==> src/rtl/gray_monitor.sv <==
// gray_monitor: two-stage checker for a Gray-coded counter stream.
// Stage 1 registers the raw sample; stage 2 decodes it to binary and checks
// that it is the successor of the previous accepted value.
// Optional feature macro: GRAY_MON_HAMMING_EN enables the raw Gray
// distance check (hamming_err); otherwise hamming_err is tied low.
module gray_monitor #(
    parameter int unsigned WIDTH  = 4,
    parameter int unsigned ERR_W  = 8,
    parameter int unsigned WRAP_W = 8,
    parameter int unsigned LOCK_N = 3
) (
    input  logic              clk,
    input  logic              reset,
    input  logic [WIDTH-1:0]  gray_in,
    input  logic              gray_valid,
    output logic [WIDTH-1:0]  bin_out,
    output logic              bin_valid,
    output logic              step_err,
    output logic [ERR_W-1:0]  err_count,
    output logic [WRAP_W-1:0] wrap_count,
    output logic              locked,
    output logic              hamming_err
);

    typedef enum logic {SYNC, CHECK} state_t;

    localparam logic [3:0] LOCK_V = 4'(LOCK_N);

    logic [WIDTH-1:0]  g_s1;
    logic              v_s1;
    logic [WIDTH-1:0]  dec;
    logic [WIDTH-1:0]  ref_inc;

    state_t            state_q, state_d;
    logic [WIDTH-1:0]  ref_q, ref_d;
    logic [3:0]        good_q, good_d;
    logic [WIDTH-1:0]  bin_d;
    logic              bv_d;
    logic              se_d;
    logic [ERR_W-1:0]  ec_d;
    logic [WRAP_W-1:0] wc_d;
    logic              lk_d;

    // Stage 1: capture the incoming sample and its qualifier.
    always_ff @(posedge clk) begin
        if (reset) begin
            g_s1 <= '0;
            v_s1 <= 1'b0;
        end else begin
            g_s1 <= gray_in;
            v_s1 <= gray_valid;
        end
    end

    // Gray to binary: each binary bit is the XOR of all Gray bits at or above it.
    always_comb begin
        dec = '0;
        for (int unsigned i = 0; i < WIDTH; i++) begin
            dec[i] = ^(g_s1 >> i);
        end
    end

    assign ref_inc = ref_q + 1'b1;

    // Stage 2 state register: FSM, reference, good-step count and outputs.
    always_ff @(posedge clk) begin
        if (reset) begin
            state_q    <= SYNC;
            ref_q      <= '0;
            good_q     <= '0;
            bin_out    <= '0;
            bin_valid  <= 1'b0;
            step_err   <= 1'b0;
            err_count  <= '0;
            wrap_count <= '0;
            locked     <= 1'b0;
        end else begin
            state_q    <= state_d;
            ref_q      <= ref_d;
            good_q     <= good_d;
            bin_out    <= bin_d;
            bin_valid  <= bv_d;
            step_err   <= se_d;
            err_count  <= ec_d;
            wrap_count <= wc_d;
            locked     <= lk_d;
        end
    end

    // Stage 2 next-state: classify each accepted sample as sync, good, repeat or error.
    always_comb begin
        state_d = state_q;
        ref_d   = ref_q;
        good_d  = good_q;
        bin_d   = bin_out;
        bv_d    = 1'b0;
        se_d    = 1'b0;
        ec_d    = err_count;
        wc_d    = wrap_count;
        lk_d    = locked;
        if (v_s1) begin
            bin_d = dec;
            bv_d  = 1'b1;
            unique case (state_q)
                SYNC: begin
                    ref_d   = dec;
                    state_d = CHECK;
                end
                CHECK: begin
                    if (dec == ref_inc) begin
                        if (good_q != LOCK_V) begin
                            good_d = good_q + 1'b1;
                        end
                        if (good_d == LOCK_V) begin
                            lk_d = 1'b1;
                        end
                        if ((ref_q == '1) && (dec == '0)) begin
                            wc_d = wrap_count + 1'b1;
                        end
                        ref_d = dec;
                    end else if (dec != ref_q) begin
                        se_d = 1'b1;
                        if (err_count != '1) begin
                            ec_d = err_count + 1'b1;
                        end
                        good_d = '0;
                        lk_d   = 1'b0;
                        ref_d  = dec;
                    end
                end
                default: state_d = SYNC;
            endcase
        end
    end

`ifdef GRAY_MON_HAMMING_EN
    logic [WIDTH-1:0] g_prev;
    logic [WIDTH-1:0] g_diff;

    assign g_diff = g_s1 ^ g_prev;

    // Raw Gray history: flag consecutive accepted samples that are neither equal nor one bit apart.
    always_ff @(posedge clk) begin
        if (reset) begin
            g_prev      <= '0;
            hamming_err <= 1'b0;
        end else begin
            hamming_err <= 1'b0;
            if (v_s1) begin
                g_prev <= g_s1;
                if ((state_q == CHECK) && (g_diff != '0) && ($countones(g_diff) != 1)) begin
                    hamming_err <= 1'b1;
                end
            end
        end
    end
`else
    assign hamming_err = 1'b0;
`endif

endmodule

==> config.mk <==
export PLATFORM = sky130hd
export DESIGN_NAME = gray_monitor
export DESIGN_NICKNAME = d
export VERILOG_FILES = /design/src/rtl/gray_monitor.sv
export SDC_FILE = /design/constraint.sdc
export NUM_CORES = 1
export LEC_CHECK = 0
export ABC_CLOCK_PERIOD_IN_PS = 7160
export BUFFER_PORTS_ARGS = -buffer_cell sky130_fd_sc_hd__buf_2
export CORE_ASPECT_RATIO = 0.6
export CORE_MARGIN = 3
export CORE_UTILIZATION = 45
export CTS_BUF_LIST = sky130_fd_sc_hd__clkbuf_4 sky130_fd_sc_hd__clkbuf_8
export CTS_CLUSTER_DIAMETER = 30
export DETAILED_ROUTE_END_ITERATION = 8
export PLACE_DENSITY = 0.72
export RECOVER_POWER = 50
export SLEW_MARGIN = 5
export SYNTH_ARGS = -nofsm -noshare
export SYNTH_HDL_FRONTEND = slang
export SYNTH_SLANG_ARGS = --single-unit
export TNS_END_PERCENT = 30
==> constraint.sdc <==
create_clock -name clk -period 7.16 [get_ports clk]
set_input_delay 0.716 -clock clk [delete_from_list [all_inputs] [get_ports clk]]
set_output_delay 0.716 -clock clk [all_outputs]
set_load 0.01 [all_outputs]
==> results.json, run 1 <==
{
  "outcome": "finished with violations",
  "violations": "max-capacitance violations, max-slew violations",
  "ys_seq_area_frac": 0.4035,
  "wire_per_inst_um": 13.80,
  "grt_pass1_wl_um": 6320,
  "cts.clk_slew.worst_paths_ns": 0.07,
  "area_growth_pct": 13.63,
  "antenna_found_initial": 0,
  "synthAdderAreaFrac": 0.03408,
  "num_rows": 17,
  "worstSkewPairLatency_ns": 0.29,
  "drt-vias-per-instance": 5.596,
  "core_area_sq_um": 3786,
  "grt.overflow.total": 0,
  "regToRegStartpoint": "g_s1[3]",
  "cp-endpoint": "err_count[0]",
  "synth_top_family_by_area": "simple AND/OR/NAND/NOR gates",
  "syn_avg_cell_area_sq_um": 9.042,
  "cts_resized": 0,
  "synth_warnings": 0,
  "pwr-share-comb": 0.115,
  "power_switching_mw": 0.1091,
  "wl_um": 3822,
  "grt_max_degree": 37,
  "nets": 242,
  "min_period_over_period": 0.4328,
  "globalplace.congestion": 0.7824,
  "holdBufCountCts": 0,
  "muxShareOfSynthArea": 0.03954,
  "seq_power_share": 0.489,
  "synth_xor_area_frac": 0.06339,
  "endpoint_kind": "flip-flop",
  "syn_nets": 215,
  "drive_above_1_share": 0.1261,
  "cp.arrival_ns": 3.29,
  "tns_ns": 0,
  "dieArea_sq_um": 4906,
  "worst_slew_pin_slew_ns": 1.543,
  "die_w_um": 88.45,
  "syn_area_sq_um": 1836,
  "postCtsSetupBuffers": 0,
  "cp-startpoint": "g_s1[3]",
  "drt_iter0_drc": 73,
  "cts_tree": "built",
  "ios": 31,
  "initial_utilization": 0.4848,
  "setup_slack_ns": 4.061,
  "critPathLaunchType": "flip-flop",
  "syn-instance-count": 203,
  "hold_violations": 0,
  "place_ws_ns": 4.060,
  "synth_compound_area_frac": 0.1541,
  "critPathRequiredTime_ns": 7.35,
  "p_int_mw": 0.3328,
  "leakagePower_nw": 0.7630,
  "synth.distinct_cells": 44,
  "swShare": 0.2470,
  "drcViolationCount": 0,
  "vias": 1550,
  "fp.dieH_um": 55.47,
  "rsz0062_at_grt": "false",
  "final_common_cell": "dfxtp_1",
  "rr_worst_depth": 7,
  "slew_headroom": -0.02865,
  "reg2reg_to": "err_count[0]",
  "grt_pass1_vias": 1289,
  "skew_ns": 0.005976,
  "hpwl_um": 2650,
  "fmax_mhz": 322.7,
  "max-cap-violations": 1,
  "synthSimpleGateAreaFrac": 0.2638,
  "crit_type": "reg2reg",
  "power_density_nw_per_um2": 211.9,
  "gr-usage-all-layers": 0.1626,
  "n_antenna_cell": 0,
  "cts_sinks": 37,
  "vdd_drop_max_uv": 124.9,
  "ys_ff_latch": 37,
  "most-common-layout-cells": "37 x dfxtp_1, 20 x clkbuf_1, 16 x a21oi_1",
  "setup_violations": 0,
  "io_buffers": 29,
  "drv_slew": 37,
  "min_path_cells": 2,
  "clockRootBuffer": "clkbuf_8",
  "period_needed_ns": 3.099,
  "r2r_slack_ns": 4.06,
  "hold_path_class": "reg2reg",
  "drt-pass1-iter-count": 4,
  "cts_buffers": 5,
  "htreeDepth": 2,
  "drtAntennaViolNets": 0,
  "path_max_fanout": 19,
  "clkPwrFrac": 0.396,
  "clk_path_buf_depth": 2
}
## per-layer routing
| layer | GRT usage | share of wire |
|---|---|---|
| met5 | 0 | 0 |
| met4 | 0.06466 | 0.013 |
| met3 | 0.05067 | 0.061 |
| met2 | 0.2045 | 0.39 |
| met1 | 0.2502 | 0.54 |
## cell type report
type / instances / area (sq um)
clock inverter: 2 / 35.03
sequential: 37 / 740.7
multi-input combinational: 149 / 1028
timing repair buffer: 30 / 127.6
fill: 357 / 1700
inverter: 7 / 26.28
clock buffer: 5 / 68.82
tap: 47 / 58.81
## registers in the layout, summed over array words and instances, names as in the netlist
signal / flops
state_q: 1
g_s1: 4
wrap_count: 8
v_s1: 1
step_err: 1
bin_valid: 1
bin_out: 4
err_count: 8
good_q: 4
locked: 1
ref_q: 4
## cell usage after synthesis, drive strengths merged
| library cell | instances | share of area |
|---|---|---|
| dfxtp | 37 | 0.40 |
| a21oi | 16 | 0.044 |
| nand2 | 14 | 0.029 |
| nor2 | 11 | 0.022 |
| nand3 | 10 | 0.027 |
| nor2b | 10 | 0.034 |
| or4 | 10 | 0.041 |
| o31ai | 9 | 0.037 |
| inv | 7 | 0.014 |
| nand2b | 7 | 0.024 |
| xnor2 | 6 | 0.029 |
| and3 | 5 | 0.017 |
| buf | 5 | 0.015 |
| clkbuf | 5 | 0.010 |
| ha | 5 | 0.034 |
| mux2i | 5 | 0.027 |
| nor3 | 3 | 0.0082 |
| nor4 | 3 | 0.010 |
| or2 | 3 | 0.010 |
| or3 | 3 | 0.011 |
| mux2 | 2 | 0.012 |
| nand4 | 2 | 0.0068 |
| nor3b | 2 | 0.0082 |
| nor4b | 2 | 0.0095 |
| o21ai | 2 | 0.0055 |
| o221a | 2 | 0.012 |
| o311ai | 2 | 0.014 |
| o41ai | 2 | 0.0095 |
| xnor3 | 2 | 0.025 |
| xor2 | 2 | 0.0095 |
| a211oi | 1 | 0.0041 |
| a21o | 1 | 0.0041 |
| a22o | 1 | 0.0048 |
| a31o | 1 | 0.0048 |
| a32o | 1 | 0.0055 |
| a32oi | 1 | 0.0048 |
| conb | 1 | 0.0020 |
| o32ai | 1 | 0.0048 |
| or4b | 1 | 0.0055 |
## cells by family (layout without fill, tap and decap cells)
| logic type | count (synthesis) | count (layout) |
|---|---|---|
| muxes | 7 | 7 |
| DFF | 37 | 37 |
| AOI/OAI and AO/OA | 40 | 40 |
| adders and majority gates | 5 | 5 |
| buffers and inverters | 17 | 44 |
| other | 1 | 1 |
| and+or+nand+nor | 86 | 86 |
| xor gates and xnor gates | 10 | 10 |
## critical path, stage by stage (launching register included)
cell      delay, ns
dfxtp_1        0.40
inv_1          0.06
ha_1           0.34
xnor3_2        0.50
xnor2_1        0.17
o311ai_2       0.99
nor3b_1        0.20
mux2_2         0.33
## worst min path at each step
stage,from,end,slack [ns]
after floorplan,good_q[3],good_q[3],0.48
after global placement,bin_out[1],bin_out[1],0.46
after detailed placement,bin_out[0],bin_out[0],0.46
after CTS,bin_out[0],bin_out[0],0.48
after global routing,bin_out[0],bin_out[0],0.51
final,bin_out[0],bin_out[0],0.48
## per-stage QoR
stage,hold slack (ns),utilization,area [sq um],std cells,power (mW)
finish,0.4790,0.5509,2086,277,0.4419
global placement,0.4578,0.5301,2007,270,0.2707
detailed placement,0.4644,0.5301,2007,270,0.2719
CTS,0.4833,0.5575,2111,277,0.4483
floorplan,0.4832,-,1836,203,0.2594
global route,0.5072,0.5509,2086,277,0.4603
## power by group through the flow
| stage | Combinational, mW | Clock (mW) | Sequential, mW |
|---|---|---|---|
| after floorplan | 0.0392 | 0 | 0.220 |
| after global placement | 0.0499 | 0 | 0.221 |
| after detailed placement | 0.0509 | 0 | 0.221 |
| after CTS | 0.0512 | 0.181 | 0.216 |
| after global routing | 0.0560 | 0.187 | 0.217 |
| final | 0.0508 | 0.175 | 0.216 |
Power figures use the tool's default switching activity.
==> run 2, diff against run 1 <==
--- a/config.mk
+++ b/config.mk
@@ -5,7 +5,7 @@
 export SDC_FILE = /design/constraint.sdc
 export NUM_CORES = 1
 export LEC_CHECK = 0
-export ABC_CLOCK_PERIOD_IN_PS = 7160
+export ABC_CLOCK_PERIOD_IN_PS = 3100
 export BUFFER_PORTS_ARGS = -buffer_cell sky130_fd_sc_hd__buf_2
 export CORE_ASPECT_RATIO = 0.6
 export CORE_MARGIN = 3
==> constraint.sdc (replaced) <==
create_clock -name clk -period 3.1 [get_ports clk]
set_input_delay 0.31 -clock clk [delete_from_list [all_inputs] [get_ports clk]]
set_output_delay 0.31 -clock clk [all_outputs]
set_load 0.01 [all_outputs]
==> results.json, run 2 (synthesis results as in run 1) <==
{
  "outcome": "finished with violations",
  "violations": "max-capacitance violations, max-slew violations",
  "drv_slew": 37,
  "multi_input_area_sq_um": 1039,
  "leakagePower_nw": 0.7753,
  "vias": 1558,
  "worstSkewPairLatency_ns": 0.29,
  "drt_iter0_drc": 96,
  "grt.overflow.total": 0,
  "rsz0062_at_grt": "false",
  "wl_um": 3987,
  "utilization": 0.5618,
  "p_int_mw": 0.7874,
  "num_rows": 17,
  "reg2reg_to": "wrap_count[6]",
  "seqCellArea_sq_um": 740.7,
  "r2r_slack_ns": 0.18,
  "initial_utilization": 0.4848,
  "critPathRequiredTime_ns": 3.30,
  "dieArea_sq_um": 4906,
  "power_mw": 1.054,
  "seq_power_share": 0.472,
  "vdd_drop_max_uv": 260.9,
  "period_needed_ns": 2.919,
  "htreeDepth": 2,
  "hpwl_um": 2733,
  "fmax_mhz": 342.6,
  "die_w_um": 88.45,
  "endpoint_kind": "flip-flop",
  "tns_ns": 0,
  "min_period_over_period": 0.9415,
  "min_to": "g_s1[2]",
  "grt_max_degree": 37,
  "critPathTopFamily": "simple AND/OR/NAND/NOR gates",
  "cp_num_buf_inv": 1,
  "skew_ns": 0.004031,
  "drt-vias-per-instance": 5.544,
  "min_path_cells": 2,
  "whs_ns": 0.2286,
  "rr_worst_depth": 7,
  "path_max_fanout": 7,
  "slowest_delay_ns": 0.61,
  "swShare": 0.2527,
  "globalplace.congestion": 0.7876,
  "grt_pass1_wl_um": 6644,
  "postCtsSetupBuffers": 0,
  "most-common-layout-cells": "37 x dfxtp_1, 22 x clkbuf_1, 16 x a21oi_1",
  "path_cells": "inv_1 -> ha_1 -> xnor3_2 -> xor2_1 -> or4b_1 -> or4_1 -> a21oi_1",
  "cts_resized": 0,
  "gr-usage-all-layers": 0.1702,
  "area_growth_pct": 15.88,
  "cts.clk_slew.worst_paths_ns": 0.08,
  "crit_type": "reg2reg",
  "reg_top3": "err_count: 8 flops, wrap_count: 8 flops",
  "core_area_sq_um": 3786,
  "cts_buffers": 5,
  "io_buffers": 29,
  "cts_tree": "built",
  "holdBufCountCts": 0,
  "wire_per_inst_um": 14.19,
  "cts_sinks": 37,
  "n_fill_cell": 367,
  "clkPwrFrac": 0.410,
  "grt_pass1_vias": 1375,
  "setup_violations": 0,
  "drtAntennaViolNets": 0,
  "max-cap-violations": 1,
  "regToRegStartpoint": "g_s1[3]",
  "drive_above_1_share": 0.1410,
  "worst_slew_pin_slew_ns": 1.552,
  "clockRootBuffer": "clkbuf_8",
  "cp.arrival_ns": 3.11,
  "hp-start": "gray_in[2]",
  "ios": 31,
  "critPathLaunchType": "flip-flop",
  "pwr-share-comb": 0.117,
  "drcViolationCount": 0,
  "clk_path_buf_depth": 2,
  "fp.dieH_um": 55.47,
  "nets": 245,
  "power_switching_mw": 0.2662,
  "hold_path_class": "in2reg",
  "slew_headroom": -0.03454,
  "n_antenna_cell": 0,
  "final_common_cell": "dfxtp_1",
  "drt-pass1-iter-count": 4,
  "hold_violations": 0,
  "power_density_nw_per_um2": 495.3,
  "cp_slowest_cell": "or4b_1",
  "antenna_found_initial": 0
}
## run 2: worst reg2reg max path, cell delays in order (launching register included)
cell and delay, ns:
dfxtp_1 0.41, inv_1 0.06, ha_1 0.34, xnor3_2 0.50
xor2_1 0.20, or4b_1 0.61, or4_1 0.55, a21oi_1 0.17
## run 2: worst max path at each step
stage          cells after the start            end    start
2_1_floorplan                      8  wrap_count[4]  g_s1[3]
3_3_place_gp                       7  wrap_count[2]  g_s1[3]
3_5_place_dp                       7  wrap_count[6]  g_s1[3]
4_1_cts                            7  wrap_count[6]  g_s1[3]
5_1_grt                            7  wrap_count[6]  g_s1[3]
6_report                           7  wrap_count[6]  g_s1[3]
## run 2: layout make-up
cell class,instances,share of cell area
clock buffer,6,0.03588
inverter,7,0.01235
multi-input combinational,149,0.4882
clock inverter,2,0.01824
timing repair buffer,33,0.06941
sequential,37,0.3482
tap,47,0.02765
## run 2: power by group through the flow
stage / Combinational (mW) / Sequential, mW / Clock, mW
floorplan: 0.0906 / 0.509 / 0
global placement: 0.119 / 0.508 / 0
detailed placement: 0.121 / 0.509 / 0
CTS: 0.122 / 0.498 / 0.440
global route: 0.135 / 0.500 / 0.459
finish: 0.123 / 0.498 / 0.432
## run 2: through the flow
stage	cells	instance area, sq um	setup slack, ns
after floorplan	203	1836	0.3795
after global placement	273	2029	0.2545
after detailed placement	273	2029	0.1432
after CTS	281	2145	0.1152
after global routing	281	2127	0.05448
final	281	2127	0.1813
## run 2: metal layers
metal | track usage | part of all wire | vias to the layer above
li1 | - | - | 810
met4 | 0.04095 | 0.0065 | 0
met1 | 0.2754 | 0.58 | 701
met2 | 0.2141 | 0.37 | 42
met3 | 0.04918 | 0.048 | 5
met5 | 0 | 0 | -
==> run 3, diff against run 2 <==
--- a/config.mk
+++ b/config.mk
@@ -14,7 +14,7 @@
 export CTS_CLUSTER_DIAMETER = 30
 export DETAILED_ROUTE_END_ITERATION = 8
 export PLACE_DENSITY = 0.72
-export RECOVER_POWER = 50
+export RECOVER_POWER = 100
 export SLEW_MARGIN = 5
 export SYNTH_ARGS = -nofsm -noshare
 export SYNTH_HDL_FRONTEND = slang
==> results.json, run 3 (synthesis results as in run 1) <==
{
  "outcome": "finished with violations",
  "violations": "max-capacitance violations, max-slew violations",
  "most-common-layout-cells": "37 x dfxtp_1, 25 x clkbuf_1, 16 x a21oi_1",
  "vdd_drop_max_uv": 260.9,
  "cts_tree": "built",
  "antenna_found_initial": 0,
  "crit_type": "reg2reg",
  "reg2reg_to": "wrap_count[6]",
  "worst_slew_pin_slew_ns": 1.589,
  "regToRegStartpoint": "g_s1[3]",
  "ios": 31,
  "reg_top3": "err_count: 8 flops, wrap_count: 8 flops",
  "period_needed_ns": 2.915,
  "hp-start": "gray_in[2]",
  "grt_pass1_vias": 1375,
  "n_fill_cell": 368,
  "critPathLaunchType": "flip-flop",
  "power_mw": 1.050,
  "wl_um": 3987,
  "path_cells": "inv_1 -> ha_1 -> xnor3_2 -> xor2_1 -> or4b_1 -> or4_1 -> a21oi_1",
  "num_rows": 17,
  "drv_slew": 37,
  "drt-vias-per-instance": 5.555,
  "tns_ns": 0,
  "clockRootBuffer": "clkbuf_8",
  "dieArea_sq_um": 4906,
  "postCtsSetupBuffers": 0,
  "n_antenna_cell": 0,
  "hold_violations": 0,
  "power_density_nw_per_um2": 495.9,
  "drtAntennaViolNets": 0,
  "area_growth_pct": 15.41,
  "cp.arrival_ns": 3.11,
  "nets": 245,
  "endpoint_kind": "flip-flop",
  "min_period_over_period": 0.9404,
  "critPathRequiredTime_ns": 3.29,
  "grt_max_degree": 37,
  "initial_utilization": 0.4848,
  "cts_resized": 0,
  "final_common_cell": "dfxtp_1",
  "globalplace.congestion": 0.7876,
  "clk_path_buf_depth": 2,
  "utilization": 0.5595,
  "hold_path_class": "in2reg",
  "drcViolationCount": 0,
  "grt.overflow.total": 0,
  "cp_num_buf_inv": 1,
  "cts_sinks": 37,
  "cp_slowest_cell": "or4b_1",
  "fp.dieH_um": 55.47,
  "rr_worst_depth": 7,
  "cts.clk_slew.worst_paths_ns": 0.08,
  "fmax_mhz": 343.0,
  "min_path_cells": 2,
  "gr-usage-all-layers": 0.1702,
  "htreeDepth": 2,
  "skew_ns": 0.003620,
  "rsz0062_at_grt": "false",
  "drive_above_1_share": 0.1282,
  "leakagePower_nw": 0.7627,
  "core_area_sq_um": 3786,
  "wire_per_inst_um": 14.19,
  "max-cap-violations": 1,
  "path_max_fanout": 7,
  "r2r_slack_ns": 0.18,
  "hpwl_um": 2733,
  "setup_violations": 0,
  "cts_buffers": 5,
  "fin_cells": 281,
  "vias": 1561,
  "placed_area_sq_um": 2029,
  "drt-pass1-iter-count": 4,
  "critPathTopFamily": "simple AND/OR/NAND/NOR gates",
  "die_w_um": 88.45,
  "min_to": "g_s1[2]",
  "drt_iter0_drc": 78,
  "worstSkewPairLatency_ns": 0.29,
  "slew_headroom": -0.05917,
  "holdBufCountCts": 0,
  "grt_pass1_wl_um": 6644,
  "slowest_delay_ns": 0.61,
  "fin_area_sq_um": 2118,
  "io_buffers": 29,
  "dp.cells": 273
}
## run 3: changes by cell type in the layout (fill, tap and decap cells not counted)
cell / delta
buf_4: -2
clkbuf_2: +1
clkbuf_1: +3
buf_2: -2
## run 3: how the worst max path moves through the flow
stage,start,cells after the start,endpoint
5_1_grt,g_s1[3],8,err_count[0]
2_1_floorplan,g_s1[3],8,wrap_count[4]
4_1_cts,g_s1[3],7,wrap_count[6]
6_report,g_s1[3],7,wrap_count[6]
3_5_place_dp,g_s1[3],7,wrap_count[6]
3_3_place_gp,g_s1[3],7,wrap_count[2]
## run 3: worst register-to-register path, stage by stage (launching register included)
cell and delay [ns]:
dfxtp_1 0.41, inv_1 0.06, ha_1 0.34, xnor3_2 0.50, xor2_1 0.20, or4b_1 0.61, or4_1 0.55, a21oi_1 0.16
## run 3: area by class of cell
type / count / area (sq um) / share of cell area
clock inverters: 2 / 38.79 / 0.01831
flip-flops and latches: 37 / 740.7 / 0.3497
multi-input cells: 149 / 1039 / 0.4903
inverters: 7 / 26.28 / 0.01240
repair buffers: 33 / 138.9 / 0.06556
clock buffers: 6 / 76.32 / 0.03603
well taps: 47 / 58.81 / 0.02776
## run 3: through the flow
step | hold slack, ns | worst slack, ns
floorplan | 0.4382 | 0.3795
global placement | 0.4584 | 0.2545
detailed placement | 0.4608 | 0.1432
CTS | 0.2240 | 0.1152
global route | 0.2259 | 0.05223
finish | 0.2284 | 0.1846
## run 3: metal layers
layer | part of all wire | vias to the layer above | GRT usage
met3 | 0.046 | 5 | 0.04918
met2 | 0.37 | 40 | 0.2141
li1 | - | 809 | -
met1 | 0.57 | 707 | 0.2754
met5 | 0 | - | 0
met4 | 0.0068 | 0 | 0.04095
## run 3: power by group
group | switching, mW | leakage (nW) | internal, mW
Combinational | 0.0733 | 0.403 | 0.0486
Sequential | 0.0112 | 0.301 | 0.487
Clock | 0.180 | 0.0588 | 0.250
Total | 0.265 | 0.763 | 0.786
